==> src/rtl/sprite_arb_pkg.sv <==
// sprite_arb_pkg
//   Shared types and default sizing for the sprite RAM arbiter.
//   arb_state_t : write-commit FSM states (IMMED, HOLD, COMMIT)
//   wr_entry_t  : one pending write {addr, data} at the default widths
package sprite_arb_pkg;

  localparam int ADDR_W_DEF     = 5;
  localparam int DATA_W_DEF     = 8;
  localparam int FIFO_DEPTH_DEF = 4;

  typedef enum logic [1:0] {
    IMMED  = 2'd0,
    HOLD   = 2'd1,
    COMMIT = 2'd2
  } arb_state_t;

  typedef struct packed {
    logic [ADDR_W_DEF-1:0] addr;
    logic [DATA_W_DEF-1:0] data;
  } wr_entry_t;

endpackage

==> src/rtl/sprite_arb_fifo.sv <==
// sprite_arb_fifo
//   Synchronous FIFO holding pending RAM writes.
//   Ports:
//     clk, rst  : clock, synchronous active-high reset (pointers/flags only)
//     push/wdata: enqueue (ignored when full)
//     pop/head  : dequeue; head is the oldest entry (valid when !empty)
//     empty     : registered empty flag
//     ready     : registered !full; held 0 during reset, rises the cycle after
//     count     : registered occupancy
module sprite_arb_fifo #(
  parameter int WIDTH      = 13,
  parameter int FIFO_DEPTH = 4
) (
  input  logic                              clk,
  input  logic                              rst,
  input  logic                              push,
  input  logic [WIDTH-1:0]                  wdata,
  input  logic                              pop,
  output logic [WIDTH-1:0]                  head,
  output logic                              empty,
  output logic                              ready,
  output logic [$clog2(FIFO_DEPTH+1)-1:0]   count
);

  localparam int AW = $clog2(FIFO_DEPTH);
  localparam int CW = $clog2(FIFO_DEPTH+1);

  logic [WIDTH-1:0] store [FIFO_DEPTH];
  logic [AW-1:0]    wr_ptr, rd_ptr;
  logic             full;
  logic             push_ok, pop_ok;
  logic [CW-1:0]    count_nxt;

  assign push_ok = push && !full;
  assign pop_ok  = pop && !empty;
  assign head    = store[rd_ptr];

  always_comb begin
    count_nxt = count;
    if (push_ok && !pop_ok)
      count_nxt = count + CW'(1);
    else if (pop_ok && !push_ok)
      count_nxt = count - CW'(1);
  end

  // Control: pointers wrap naturally since FIFO_DEPTH is a power of two.
  always_ff @(posedge clk) begin
    if (rst) begin
      wr_ptr <= '0;
      rd_ptr <= '0;
      count  <= '0;
      full   <= 1'b0;
      empty  <= 1'b1;
      ready  <= 1'b0;
    end else begin
      if (push_ok) wr_ptr <= wr_ptr + AW'(1);
      if (pop_ok)  rd_ptr <= rd_ptr + AW'(1);
      count <= count_nxt;
      full  <= (count_nxt == CW'(FIFO_DEPTH));
      empty <= (count_nxt == '0);
      ready <= (count_nxt != CW'(FIFO_DEPTH));
    end
  end

  // Data storage carries no reset.
  always_ff @(posedge clk) begin
    if (push_ok) store[wr_ptr] <= wdata;
  end

endmodule

==> src/rtl/sprite_mem_arbiter.sv <==
// sprite_mem_arbiter
//   Arbitrates a single-port sprite/config RAM between display reads (hard
//   priority, never stalled) and buffered SPI writes. Writes drain either
//   immediately (sync_mode=0) or as a frame-start snapshot (sync_mode=1).
//   Ports:
//     clk, rst                 : clock, synchronous active-high reset
//     sync_mode, frame_start   : commit mode, start-of-frame pulse
//     wr_valid/wr_ready/wr_addr/wr_data : write request channel
//     rd_req/rd_addr           : display read request
//     rd_valid/rd_data         : read return, one cycle after rd_req
//     mem_we/mem_addr/mem_wdata/mem_rdata : RAM port (1-cycle read latency)
//     pending                  : write FIFO occupancy
//     stall_cnt                : saturating count of writes blocked by reads
//   Build option: define SPRITE_ARB_STATS_EN to enable stall_cnt; otherwise
//   it is tied to zero.
module sprite_mem_arbiter
  import sprite_arb_pkg::*;
#(
  parameter int ADDR_W     = ADDR_W_DEF,
  parameter int DATA_W     = DATA_W_DEF,
  parameter int FIFO_DEPTH = FIFO_DEPTH_DEF
) (
  input  logic                              clk,
  input  logic                              rst,
  input  logic                              sync_mode,
  input  logic                              frame_start,
  input  logic                              wr_valid,
  output logic                              wr_ready,
  input  logic [ADDR_W-1:0]                 wr_addr,
  input  logic [DATA_W-1:0]                 wr_data,
  input  logic                              rd_req,
  input  logic [ADDR_W-1:0]                 rd_addr,
  output logic                              rd_valid,
  output logic [DATA_W-1:0]                 rd_data,
  output logic                              mem_we,
  output logic [ADDR_W-1:0]                 mem_addr,
  output logic [DATA_W-1:0]                 mem_wdata,
  input  logic [DATA_W-1:0]                 mem_rdata,
  output logic [$clog2(FIFO_DEPTH+1)-1:0]   pending,
  output logic [7:0]                        stall_cnt
);

  localparam int CNT_W = $clog2(FIFO_DEPTH+1);

  arb_state_t                 state;
  logic [CNT_W-1:0]           commit_left;
  logic                       drain_en, push, pop, fifo_empty;
  logic [ADDR_W+DATA_W-1:0]   head;
  logic [ADDR_W-1:0]          head_addr;
  logic [DATA_W-1:0]          head_data;
  logic                       vld_p1;

  assign push     = wr_valid && wr_ready;
  assign drain_en = (state != HOLD);
  // Reads own the port; reset blocks any write in flight.
  assign pop      = drain_en && !fifo_empty && !rd_req && !rst;
  assign {head_addr, head_data} = head;

  sprite_arb_fifo #(
    .WIDTH      (ADDR_W + DATA_W),
    .FIFO_DEPTH (FIFO_DEPTH)
  ) u_fifo (
    .clk   (clk),
    .rst   (rst),
    .push  (push),
    .wdata ({wr_addr, wr_data}),
    .pop   (pop),
    .head  (head),
    .empty (fifo_empty),
    .ready (wr_ready),
    .count (pending)
  );

  always_comb begin
    mem_we    = 1'b0;
    mem_addr  = '0;
    mem_wdata = '0;
    if (!rst) begin
      if (rd_req) begin
        mem_addr = rd_addr;
      end else if (pop) begin
        mem_we    = 1'b1;
        mem_addr  = head_addr;
        mem_wdata = head_data;
      end
    end
  end

  // commit_left snapshots the occupancy at frame start so writes arriving
  // during COMMIT are left for the next frame.
  always_ff @(posedge clk) begin
    if (rst) begin
      state       <= IMMED;
      commit_left <= '0;
    end else begin
      case (state)
        IMMED: if (sync_mode) state <= HOLD;
        HOLD: begin
          if (!sync_mode) begin
            state <= IMMED;
          end else if (frame_start && (pending != '0)) begin
            state       <= COMMIT;
            commit_left <= pending;
          end
        end
        COMMIT: begin
          if (pop) begin
            commit_left <= commit_left - CNT_W'(1);
            if (commit_left == CNT_W'(1))
              state <= sync_mode ? HOLD : IMMED;
          end
        end
        default: state <= IMMED;
      endcase
    end
  end

  // ---- stage p0 -> p1: RAM read latency ----
  always_ff @(posedge clk) begin
    if (rst) vld_p1 <= 1'b0;
    else     vld_p1 <= rd_req;
  end

  assign rd_valid = vld_p1;
  assign rd_data  = vld_p1 ? mem_rdata : '0;

`ifdef SPRITE_ARB_STATS_EN
  function automatic logic [7:0] sat_inc8(input logic [7:0] v);
    return (v == 8'hFF) ? v : v + 8'd1;
  endfunction

  logic stall;
  assign stall = drain_en && !fifo_empty && rd_req;

  always_ff @(posedge clk) begin
    if (rst)        stall_cnt <= 8'd0;
    else if (stall) stall_cnt <= sat_inc8(stall_cnt);
  end
`else
  assign stall_cnt = 8'd0;
`endif

endmodule

==> config.mk <==
export PLATFORM = sky130hd
export DESIGN_NAME = sprite_mem_arbiter
export DESIGN_NICKNAME = d
export VERILOG_FILES = /design/src/rtl/sprite_arb_pkg.sv /design/src/rtl/sprite_arb_fifo.sv /design/src/rtl/sprite_mem_arbiter.sv
export SDC_FILE = /design/constraint.sdc
export NUM_CORES = 1
export LEC_CHECK = 0
export BUFFER_PORTS_ARGS = -buffer_cell sky130_fd_sc_hd__buf_2
export CAP_MARGIN = 20
export CORE_MARGIN = 5
export CORE_UTILIZATION = 58
export DETAILED_ROUTE_END_ITERATION = 8
export PLACE_DENSITY = 0.81
export SLEW_MARGIN = 20
export SYNTH_ARGS = -nofsm -noshare
export SYNTH_HDL_FRONTEND = slang
export SYNTH_HIERARCHICAL = 1
export SYNTH_SLANG_ARGS = --single-unit
==> constraint.sdc <==
create_clock -name clk -period 6.6 [get_ports clk]
set_clock_uncertainty 0.2 [all_clocks]
set_input_delay 0.66 -clock clk [delete_from_list [all_inputs] [get_ports clk]]
set_output_delay 0.66 -clock clk [all_outputs]
set_load 0.005 [all_outputs]
Yosys cells after proc, flatten, opt, wreduce, memory -nomap -nowiden
Memories as Yosys holds them, arrays and structs flattened. A register that Yosys moved wholly into a read port is not among the register bits.
Cells that the tools add are included.

word-level totals
  register bits = 16
  RAM bits = 52
  logic and storage cells = 75
  memories kept = 1

memories
  name          words  width  rd ports  clocked after Yosys merged registers in  wr ports  line                   source
  u_fifo.store  4      13     1         1                                        1         sprite_arb_fifo.sv:28  logic [WIDTH-1:0] store [FIFO_DEPTH];

cells by class
  add/sub/neg operators = 5
  equal/unequal tests = 12
  multiplexer cells = 27
  reduce and logical (&&, ||, !) cells = 21

operators with widths
  cell                                                   count
  2-to-1 mux 8 bit                                       4
  2-to-1 mux 3 bit                                       5
  2-to-1 mux 5 bit                                       3
  2-to-1 mux 2 bit                                       7
  logical AND 1 bit                                      9
  inequality test 2 bit, second input constant           4
  AND reduction 4 bit                                    2
  zero test 1 bit                                        6
  2-to-1 mux 1 bit                                       6
  inequality test 3 bit, second input constant           2
  one-hot mux 2 bit (3 select lines)                     1
  one-hot mux 3 bit (2 select lines)                     1
  subtractor 3 x 1 -> 3 bit, second input constant       2
  adder 2 x 1 -> 2 bit, second input constant            2
  inequality test 2 x 1 -> 1 bit, second input constant  2
  adder 3 x 1 -> 3 bit, second input constant            1
  equality test 3 x 1 -> 1 bit, second input constant    1
  equality test 3 bit, second input constant             1
  zero test 3 bit                                        1
  nonzero test 3 bit                                     1
  equality test 2 x 1 -> 1 bit, second input constant    1
  equality test 2 bit, second input constant             1
  zero test 2 bit                                        1
  nonzero test 2 bit                                     1

Longest topological paths before layout
Gate-level depths: netlist (run 1).

  word-level depth = 9
  mapped depth = 8
  depth with buffers taken out = 6

By module
The synthesis (run 1) kept the hierarchy.

modules (own cells, without submodules)
  module              times used  cells an instance  area an instance (um2)
  sprite_arb_fifo     1           140                2,511.2
  sprite_mem_arbiter  1           74                 583.1

Worst setup path after synthesis (run 1)
OpenSTA, ideal clock, no wires.

  path type = input port to flip-flop
  from = input port rd_req
  to = register u_fifo.full
  arrival time = 2,203 ps
  data required time = 6,284 ps
  setup slack = 4,081 ps
  stages = 8
  buffers on the path = 2
  path through = or3_4 > a21oi_2 > buf_2 > nor2b_1 > buf_2 > xnor2_1 > o211ai_2 > and4_1

between the ends
  longest elaborated chain between the ends = 8

RTL lines
  what                                                          line                                          source
  start: declaration                                            sprite_mem_arbiter.sv:31                      input logic rd_req,
  zero test 1 bit (*)                                           sprite_mem_arbiter.sv:56                      assign pop = drain_en && !fifo_empty && !rd_req && !rst;
  logical AND 1 bit (*) (2 in a row)                            sprite_mem_arbiter.sv:56
  net pop                                                       sprite_mem_arbiter.sv:47                      logic drain_en, push, pop, fifo_empty;
  logical AND 1 bit (*)                                         sprite_arb_fifo.sv:35                         assign pop_ok = pop && !empty;
  logical AND 1 bit / zero test 1 bit (equally long branches)   sprite_arb_fifo.sv:42, sprite_arb_fifo.sv:40
  2-to-1 mux 3 bit / logical AND 1 bit (equally long branches)  sprite_arb_fifo.sv:42, sprite_arb_fifo.sv:40
  2-to-1 mux 3 bit (*)                                          sprite_arb_fifo.sv:40                         if (push_ok && !pop_ok)
  equality test 3 bit (*)                                       sprite_arb_fifo.sv:59                         full <= (count_nxt == CW'(FIFO_DEPTH));
  end signal: assignment                                        sprite_arb_fifo.sv:59
  end: declaration                                              sprite_arb_fifo.sv:30                         logic full;

The timed path passes the listed nets; every way through them passes the cells marked *.
A chain may end at the register's enable or synchronous reset.

==> results.ini, run 1 <==
[critical_path]
worstSetupPathType=reg -> out
critical_path_peak_fanout=13
setup.reg_to_reg.worst_slack_ns=3.96
required_ns=5.74
r2r-end=u_fifo/full$_SDFF_PP0_
worst-r2r-cell-count=6
kind_of_start_point_of_the_critical_path=flop
endpoint_kind=primary output
worst_r2r_startpoint=u_fifo/empty$_SDFF_PP1_
critPathArrivalTime_ns=2.21

[floorplanning]
core.rowCount=26
core_region_area_um2=5140
die-height_um=83.04
start_util_pct=60.20
ioPinCount=67
die-width_um=83.04
die-area_um2=6896

[pwr]
power.density_cell_area_nw_per_um2=252.9
internal_power_uw=722.7
switching_power_uw=189.0
max-vdd-ir-drop_mv=0.2986
power.share.clock_pct=40.0
power.static_leakage_nw=1.372
fin_total_pwr_uw=911.7
swShare_pct=20.73
combPwrFrac_pct=6.2
seqPwrFrac_pct=53.8

[cells_and_area]
layout_common_cells=sky130_fd_sc_hd__buf_2 (58), sky130_fd_sc_hd__edfxtp_1 (52), sky130_fd_sc_hd__and2_1 (22)
stdcell_area_um2=3605
layout-drive-gt1-share_pct=33.45
finalCoreUtilization_pct=70.13
area.growth.synth_to_final_pct=16.50
multi_input_area_um2=1051
antenna-diode-count=0
finish.net_count=313
final-instance-count-excl-fill=348
final_common_cell=sky130_fd_sc_hd__buf_2
fillerInstances=355
area.sequential_um2=1922

[synthesis]
synth_flop_cell=sky130_fd_sc_hd__edfxtp_1
ys_async_sr_fraction_pct=0
synth-seq-area-share_pct=62.11
cell_area_synth_um2=3094
number_of_flip_flops_and_latches_in_the_synthesized_netlist=70
synth_top_cells_by_area=sky130_fd_sc_hd__edfxtp_1 (50%), sky130_fd_sc_hd__dfxtp_1 (12%), sky130_fd_sc_hd__mux4_2 (9.5%), sky130_fd_sc_hd__and2_1 (4.4%), sky130_fd_sc_hd__ha_1 (3.2%)
synth_cells=214
synthesis.yosys.warnings=6
post_synth_edffs=52
post-synth-top-area-cell=sky130_fd_sc_hd__edfxtp_1
synthDistinctLibCells=45
avgSynthCellArea_um2=14.46
synth_top_cell_area_share_pct=50.47

[sta]
timing.final.setup_violations=0
timing.final.crit_share_pct=46.49
max_freq_ghz=0.3259
rsz0062_at_grt=false
period_minus_slack_ns=3.068
final-max-slew-violation-count=0
worst_slew_margin_rel_pct=41.49
setup_ws_ns=3.532
finalHoldViolCount=0
worstMarginPinSlew_ns=0.8765
hold-worst-slack_ns=0.3073
setup_total_negative_slack_ns=0

[min_path]
whs_path_depth=2
hold_path.startpoint=commit_left[1]$_SDFFE_PP0P_
whs_endpoint=commit_left[1]$_SDFFE_PP0P_
hp-class=reg -> reg

[outcome]
outcome=finished clean

[placement]
detailedPlacementHpwl_um=3771
globalplace.congestion=0.7844
postPlaceCellArea_um2=3392
placement.io_buffers=58
preCtsSetupSlack_ns=3.335
dp.cells=332

[cts]
post_cts_resize_count=0
cts_tree=done
h-tree-depth=3
max-clock-path-buffers=2
numCtsBuffers=9
cts.sinks=70
worstSkewPairLatency_ns=0.33
clk_root_buffer_cell=sky130_fd_sc_hd__clkbuf_8
hold_buffers=0
path_clk_slew_ns=0.07
cts_setup_buffers=0

[drt]
drtAntennaViolNets=0
routed_via_density=5.474
drc_errors=0
drt-pass1-iter-count=4
detail_route.wl_per_cell_um=15.96
route.vias.total=1905
first_iter_violations=146
total_wirelength_um=5554

[global_routing]
groute.usage.overall_pct=17.00
first_global_vias=1876
grt_remaining_overflow=0
antenna_found_initial=0
global_route_wire_length_before_repair_um=9177
pin_count_of_the_biggest_net_entering_global_routing=19

[run]
drv.max_cap_violation_count=0

[cells in the mapped netlist (2+ instances only)]
cell	number
sky130_fd_sc_hd__mux4_2	13
sky130_fd_sc_hd__nor2b_1	3
sky130_fd_sc_hd__nand2_1	7
sky130_fd_sc_hd__buf_2	4
sky130_fd_sc_hd__nand2b_1	3
sky130_fd_sc_hd__edfxtp_1	52
sky130_fd_sc_hd__buf_4	8
sky130_fd_sc_hd__nand3_1	5
sky130_fd_sc_hd__clkbuf_1	3
sky130_fd_sc_hd__or3_1	2
sky130_fd_sc_hd__inv_1	11
sky130_fd_sc_hd__nand3b_1	2
sky130_fd_sc_hd__and2_1	22
sky130_fd_sc_hd__ha_1	8
sky130_fd_sc_hd__dfxtp_1	18
sky130_fd_sc_hd__nor3_1	2
sky130_fd_sc_hd__a22o_1	5
sky130_fd_sc_hd__xnor2_1	4
sky130_fd_sc_hd__a21oi_1	8
sky130_fd_sc_hd__nor2_1	9
[registers in the layout (all words and copies together), names as in the netlist, named ones only]
name	cells
commit_left	3
rd_valid	1
state	2
u_fifo/count	3
u_fifo/empty	1
u_fifo/full	1
u_fifo/rd_ptr	2
u_fifo/ready	1
u_fifo/store	52
u_fifo/wr_ptr	2
[layout make-up]
| class | count | share of cell area, % |
|---|---|---|
| Clock buffer | 10 | 3.540 |
| Clock inverter | 6 | 2.360 |
| Inverter | 11 | 1.145 |
| Multi-Input combinational cell | 123 | 29.16 |
| Sequential cell | 70 | 53.31 |
| Tap cell | 70 | 2.430 |
| Timing Repair Buffer | 58 | 8.053 |
[cells by family after synthesis]
kind of cell    after synthesis  share of synthesized area (%)
flops                        70                          62.11
simple gates                 63                          12.09
buf+inv                      28                          4.771
compound gates               25                          6.470
mux                          14                          9.786
fa+ha+maj                     8                          3.235
xor+xnor                      5                          1.415
other cells                   1                         0.1212
[metal layers]
metal / vias to the layer above / part of all wire [%] / track usage [%]
met5: - / 0 / 0
li1: 894 / - / -
met3: 10 / 7.7 / 6.832
met4: 0 / 1.9 / 6.241
met1: 924 / 40 / 20.48
met2: 77 / 50 / 27.55
[how the worst max path moves through the flow]
stage,from,to,depth (start not counted)
finish,flop,mem_addr[4],3
global route,flop,mem_addr[4],3
CTS,flop,mem_addr[4],3
detailed placement,rst,u_fifo/full$_SDFF_PP0_,7
global placement,rst,u_fifo/full$_SDFF_PP0_,7
floorplan,rd_req,u_fifo/full$_SDFF_PP0_,8
[power by group through the flow]
stage                     Combinational (mW)  Sequential (mW)  Clock [mW]
after floorplan                       0.0366            0.498           0
after global placement                0.0547            0.500           0
after detailed placement              0.0564            0.500           0
after CTS                             0.0570            0.491       0.372
after global routing                  0.0632            0.492       0.395
final                                 0.0565            0.491       0.364
[worst max-delay path: stages (launching register included)]
cell and delay [ns]:
sky130_fd_sc_hd__dfxtp_1 0.90, sky130_fd_sc_hd__mux4_2 0.62, sky130_fd_sc_hd__a22o_1 0.23, sky130_fd_sc_hd__buf_2 0.13
Power figures use the tool's default switching activity.
==> run 2, diff against run 1 <==
- CORE_UTILIZATION: 58 -> 49
- PLACE_DENSITY: 0.81 -> 0.73
- clock period: 6.6 -> 2.73 ns (I/O delays scaled with it)
==> run 2 against run 1 <==
  * Utilization decreased by 10 points
  * Clock-buffer cell count decreased by 1
  * Die area increased by 16%
  * Via count decreased by 2.6%
  * Final area increased by 3.6%
  * Sequential share of layout area decreased by 1.8 points
  * Cell count increased by 7.2%
  * Routed wire length decreased by 2.4%
  * Critical path depth increased by 1
==> results.ini, run 2 (synthesis results as in run 1) <==
[outcome]
outcome=finished clean  ; unchanged

[sta]
setup_ws_ns=0.4466  ; was 3.532 ns
max_freq_ghz=0.4380
rsz0062_at_grt=false  ; unchanged
timing.final.crit_share_pct=83.64
timing.final.setup_violations=0  ; unchanged
finalHoldViolCount=0  ; unchanged
period_minus_slack_ns=2.283
final-max-slew-violation-count=0  ; unchanged
setup_total_negative_slack_ns=0  ; unchanged
worst_slew_margin_rel_pct=54.11  ; was 41.49%
worstMarginPinSlew_ns=0.6884  ; was 0.8765 ns

[cts]
path_clk_slew_ns=0.07  ; about the same
h-tree-depth=3  ; unchanged
cts.sinks=70  ; unchanged
clk_root_buffer_cell=sky130_fd_sc_hd__clkbuf_8  ; unchanged
cts_setup_buffers=0  ; unchanged
max-clock-path-buffers=2  ; unchanged
worstSkewPairLatency_ns=0.34  ; was 0.33 ns
numCtsBuffers=9  ; unchanged
cts_tree=done  ; unchanged

[drt]
drc_errors=0  ; unchanged
routed_via_density=4.973  ; was 5.474
total_wirelength_um=5419  ; was 5554 um
drtAntennaViolNets=0  ; unchanged
route.vias.total=1855  ; was 1,905
drt-pass1-iter-count=4  ; unchanged
detail_route.wl_per_cell_um=14.53  ; was 15.96 um
first_iter_violations=69  ; was 146

[critical_path]
critical_path.top_delay_family=multiplexers  ; was flip-flops
required_ns=2.26  ; was 5.74 ns
worst-r2r-cell-count=4  ; was 6
setup.reg_to_reg.worst_slack_ns=0.72  ; was 3.96 ns
kind_of_start_point_of_the_critical_path=flop  ; unchanged
critical_path.cell_chain=buf_4 -> mux4_2 -> a22o_1 -> buf_2  ; was mux4_2 -> a22o_1 -> buf_2
worst_r2r_startpoint=u_fifo/ready$_SDFF_PP0_  ; was u_fifo/empty$_SDFF_PP1_
r2r-end=u_fifo/store[3][10]$_DFFE_PP_  ; was u_fifo/full$_SDFF_PP0_
endpoint_kind=primary output  ; unchanged
worstSetupPathType=reg -> out  ; unchanged
critical_path_peak_fanout=13  ; unchanged
timing.critical_path.slowest_cell_delay_ns=0.55  ; was 0.90 ns
critPathArrivalTime_ns=1.81  ; was 2.21 ns
path_buf_inv=2  ; was 1
timing.critical_path.slowest_stage_cell=sky130_fd_sc_hd__mux4_2  ; was sky130_fd_sc_hd__dfxtp_1

[placement]
preCtsSetupSlack_ns=0.5272  ; was 3.335 ns
detailedPlacementHpwl_um=3661  ; was 3771 um
globalplace.congestion=0.8030  ; was 0.7844
placement.io_buffers=58  ; unchanged

[cells_and_area]
layout-drive-gt1-share_pct=33.11  ; was 33.45%
registers_with_the_highest_flip_flop_counts=u_fifo/store: 52 flops, commit_left: 3 flops, u_fifo/count: 3 flops  ; unchanged
layout_common_cells=sky130_fd_sc_hd__buf_2 (58), sky130_fd_sc_hd__edfxtp_1 (52), sky130_fd_sc_hd__and2_1 (22)  ; unchanged
top_register=u_fifo/store  ; unchanged
final_common_cell=sky130_fd_sc_hd__buf_2  ; unchanged
fillerInstances=484  ; was 355
area.growth.synth_to_final_pct=20.66  ; was 16.50%
finish.net_count=331  ; was 313
largest_register_ffs=52  ; unchanged
antenna-diode-count=0  ; unchanged

[floorplanning]
die-height_um=89.47  ; was 83.04 um
die-width_um=89.47  ; was 83.04 um
die-area_um2=8004  ; was 6896 um^2
core.rowCount=29  ; was 26
core_region_area_um2=6241  ; was 5140 um^2
ioPinCount=67  ; unchanged
start_util_pct=49.58  ; was 60.20%

[pwr]
max-vdd-ir-drop_mv=0.3122  ; was 0.2986 mV
power.density_cell_area_nw_per_um2=543.8  ; was 252.9 nW/um^2
power.static_leakage_nw=1.429  ; was 1.372 nW

[min_path]
hp-class=in -> reg  ; was reg -> reg
hold_path.startpoint=sync_mode  ; was commit_left[1]$_SDFFE_PP0P_
whs_endpoint=state[0]$_SDFFE_PP0P_  ; was commit_left[1]$_SDFFE_PP0P_
whs_path_depth=3  ; was 2

[global_routing]
first_global_vias=1782  ; was 1,876
pin_count_of_the_biggest_net_entering_global_routing=19  ; unchanged
antenna_found_initial=0  ; unchanged
grt_remaining_overflow=0  ; unchanged
groute.usage.overall_pct=14.54  ; was 17.00%
global_route_wire_length_before_repair_um=8342  ; was 9177 um

[run]
drv.max_cap_violation_count=0  ; unchanged

run 2: where the power goes:
group	internal [mW]	total [mW]	switching (mW)
sequential	1.17	1.18	0.0124
combinational	0.0802	0.156	0.0753
clock	0.321	0.693	0.372
run 2: layer usage:
| layer | wire, um | vias up | GRT usage, % |
|---|---|---|---|
| met5 | 0 | - | 0 |
| met1 | 2225 | 858 | 17.06 |
| met4 | 121 | 0 | 7.713 |
| li1 | - | 924 | - |
| met3 | 421 | 9 | 3.687 |
| met2 | 2651 | 64 | 24.51 |
run 2: repair_timing:
item	in CTS	in global routing
setup endpoints to repair	0	0
hold buffers	13	0
endpoints found under the hold margin	52	0
gates resized for setup	0	0
run 2: tightest hold or removal path, delay by kind of cell:
| kind | cells | cell delay, ns |
|---|---|---|
| simple gates | 1 | 0.06 |
| buf+inv | 2 | 0.19 |
run 2: metrics by stage:
stage | util [%] | cells | hold WS (ns) | total power, mW | area, um^2
3_5_place_dp | 55.09 | 344 | 0.2923 | 1.348 | 3438
4_1_cts | 59.82 | 373 | 0.02467 | 2.054 | 3734
2_1_floorplan | - | 221 | 0.1421 | 1.293 | 3120
3_3_place_gp | 55.09 | 344 | 0.2876 | 1.344 | 3438
6_report | 59.82 | 373 | 0.04259 | 2.030 | 3734
5_1_grt | 59.82 | 373 | 0.04609 | 2.129 | 3734
run 2: cell type report:
| cell class | instances | area [um^2] | area share, % |
|---|---|---|---|
| flip-flops and latches | 70 | 1922 | 51.47 |
| multi-input cells | 123 | 1051 | 28.15 |
| repair buffers | 76 | 457.9 | 12.27 |
| clock buffers | 9 | 123.9 | 3.318 |
| well taps | 77 | 96.34 | 2.580 |
| clock inverters | 7 | 41.29 | 1.106 |
| inverters | 11 | 41.29 | 1.106 |
run 2: worst max-delay path by stage:
stage,start,end,slack (ns),depth (start not counted)
3_5_place_dp,rst,u_fifo/full$_SDFF_PP0_,0.53,8
3_3_place_gp,rst,u_fifo/full$_SDFF_PP0_,0.56,8
6_report,flop,mem_addr[4],0.45,4
5_1_grt,flop,mem_addr[4],0.32,3
2_1_floorplan,rd_req,u_fifo/full$_SDFF_PP0_,0.60,8
4_1_cts,flop,mem_addr[4],0.38,3
==> run 3, diff against run 2 <==
- clock period: 2.73 -> 1.8 ns (I/O delays scaled with it)
==> run 3 against run 2 <==
  * The run now ends with negative setup slack left
  * Worst setup slack got worse by 0.77 ns
  * Flip-flop and latch count unchanged
  * Clock power increased by 70%
  * First-iteration DRC count increased by 22%
==> results.ini, run 3 (synthesis results as in run 1) <==
[cells_and_area]
layout-drive-gt1-share_pct=44.31  ; was 33.11%
largest_register_ffs=52  ; unchanged
final-instance-count-excl-fill=402  ; was 373
registers_with_the_highest_flip_flop_counts=u_fifo/store: 52 flops, commit_left: 3 flops, u_fifo/count: 3 flops  ; unchanged
top_register=u_fifo/store  ; unchanged
final_common_cell=sky130_fd_sc_hd__buf_2  ; unchanged
layout_common_cells=sky130_fd_sc_hd__buf_2 (54), sky130_fd_sc_hd__edfxtp_1 (52), sky130_fd_sc_hd__buf_4 (22)  ; was sky130_fd_sc_hd__buf_2 (58), sky130_fd_sc_hd__edfxtp_1 (52), sky130_fd_sc_hd__and2_1 (22)
antenna-diode-count=0  ; unchanged
finish.net_count=361  ; was 331
area.growth.synth_to_final_pct=36.51  ; was 20.66%

[floorplanning]
die-area_um2=8004  ; unchanged
core.rowCount=29  ; unchanged
die-height_um=89.47  ; unchanged
ioPinCount=67  ; unchanged
start_util_pct=49.58  ; unchanged
die-width_um=89.47  ; unchanged
core_region_area_um2=6241  ; unchanged

[placement]
placement.io_buffers=58  ; unchanged
dp.cells=369  ; was 344
globalplace.congestion=0.7317  ; was 0.8030
detailedPlacementHpwl_um=4205  ; was 3661 um
preCtsSetupSlack_ns=-0.08222  ; was 0.5272 ns

[drt]
drt-pass1-iter-count=4  ; unchanged
total_wirelength_um=6401  ; was 5419 um
drc_errors=0  ; unchanged
route.vias.total=2072  ; was 1,855
detail_route.wl_per_cell_um=15.92  ; was 14.53 um
drtAntennaViolNets=0  ; unchanged
routed_via_density=5.154  ; was 4.973
first_iter_violations=84  ; was 69

[global_routing]
pin_count_of_the_biggest_net_entering_global_routing=18  ; was 19
antenna_found_initial=0  ; unchanged
groute.usage.overall_pct=17.21  ; was 14.54%
first_global_vias=2050  ; was 1,782
grt_remaining_overflow=0  ; unchanged
global_route_wire_length_before_repair_um=9977  ; was 8342 um

[critical_path]
endpoint_kind=primary output  ; unchanged
critical_path_peak_fanout=6  ; was 13
kind_of_start_point_of_the_critical_path=flop  ; unchanged
worstSetupPathType=reg -> out  ; unchanged
critPathArrivalTime_ns=1.74  ; was 1.81 ns
required_ns=1.42  ; was 2.26 ns

[sta]
final-max-slew-violation-count=0  ; unchanged
period_minus_slack_ns=2.122
finalHoldViolCount=0  ; unchanged
timing.final.setup_violations=20  ; was 0
setup_ws_ns=-0.3224  ; was 0.4466 ns
rsz0062_at_grt=true  ; was false
setup_total_negative_slack_ns=-3.767  ; was 0 ns
timing.final.crit_share_pct=117.9
max_freq_ghz=0.4712

[cts]
h-tree-depth=3  ; unchanged
clk_root_buffer_cell=sky130_fd_sc_hd__clkbuf_8  ; unchanged
numCtsBuffers=9  ; unchanged
worstSkewPairLatency_ns=0.33  ; was 0.34 ns
cts_tree=done  ; unchanged
max-clock-path-buffers=2  ; unchanged
path_clk_slew_ns=0.07  ; about the same
cts.sinks=70  ; unchanged

[outcome]
violations_in_the_final_reports=negative setup slack
outcome=finished, violations left  ; was finished clean

[pwr]
power.static_leakage_nw=1.664  ; was 1.429 nW
max-vdd-ir-drop_mv=0.6178  ; was 0.3122 mV
power.density_cell_area_nw_per_um2=775.5  ; was 543.8 nW/um^2

[run]
drv.max_cap_violation_count=0  ; unchanged

[min_path]
hp-class=in -> reg  ; unchanged

==> run 3: cell types whose count changed in the layout (fill, tap and decap cells not counted), sizes merged <==
cell         before  now
buf              63   92
clkbuf            9   11
clkinv            5    3
clkinvlp          2    0
bufinv            0    1
dlygate4sd3      13   14
==> run 3: stage by stage <==
step	total power, mW	area (um^2)	hold slack [ns]	util, %
4_1_cts	3.289	4150	0.04405	66.50
3_5_place_dp	2.087	3709	0.1980	59.42
2_1_floorplan	1.966	3152	0.04907	-
3_3_place_gp	2.081	3709	0.1937	59.42
5_1_grt	3.421	4224	0.06463	67.68
6_report	3.276	4224	0.07160	67.68
==> run 3: cell type report <==
| cell class | instances | area, um^2 |
|---|---|---|
| well taps | 77 | 96.34 |
| multi-input cells | 123 | 1154 |
| fillers | 445 | 2017 |
| repair buffers | 106 | 824.5 |
| inverters | 11 | 41.29 |
| clock buffers | 11 | 131.4 |
| flip-flops and latches | 70 | 1928 |
| clock inverters | 4 | 48.80 |
==> run 3: power breakdown <==
group	internal, mW	switching [mW]
clock	0.631	0.545
combinational	0.168	0.139
sequential	1.77	0.0195
==> run 3: critical path: stages, from the launching register on <==
cell                      delay (ns)
sky130_fd_sc_hd__dfxtp_4        0.39
sky130_fd_sc_hd__buf_12         0.14
sky130_fd_sc_hd__mux4_2         0.52
sky130_fd_sc_hd__a22o_1         0.23
sky130_fd_sc_hd__buf_2          0.13
==> run 3: what timing repair did <==
| item | CTS | global route |
|---|---|---|
| buffers inserted | 1 | 2 |
| gates cloned | 1 | 0 |
| hold buffers | 14 | 0 |
| hold endpoints to repair | 53 | 0 |
| pin swaps | 5 | 5 |
| resized for setup | 18 | 14 |
| setup endpoints to repair | 74 | 31 |
==> run 3: final timing paths <==
check | slack [ns] | end | start | cells past startpoint
setup / recovery | -0.32 | mem_addr[4] | flop | 4
hold / removal | 0.07 | flop | rst | 3
hold reg to reg | 0.30 | commit_left[1]$_SDFFE_PP0P_ | commit_left[1]$_SDFFE_PP0P_ | 2
setup reg to reg | -0.12 | u_fifo/empty$_SDFF_PP1_ | u_fifo/empty$_SDFF_PP1_ | 7
==> run 3: routing by layer <==
layer / vias to the layer above / routed length, um / global-route usage, %
met2: 66 / 3153 / 28.80
met5: - / 0 / 0
met4: 0 / 128 / 7.307
li1: 988 / - / -
met3: 12 / 426 / 4.885
met1: 1006 / 2693 / 20.86
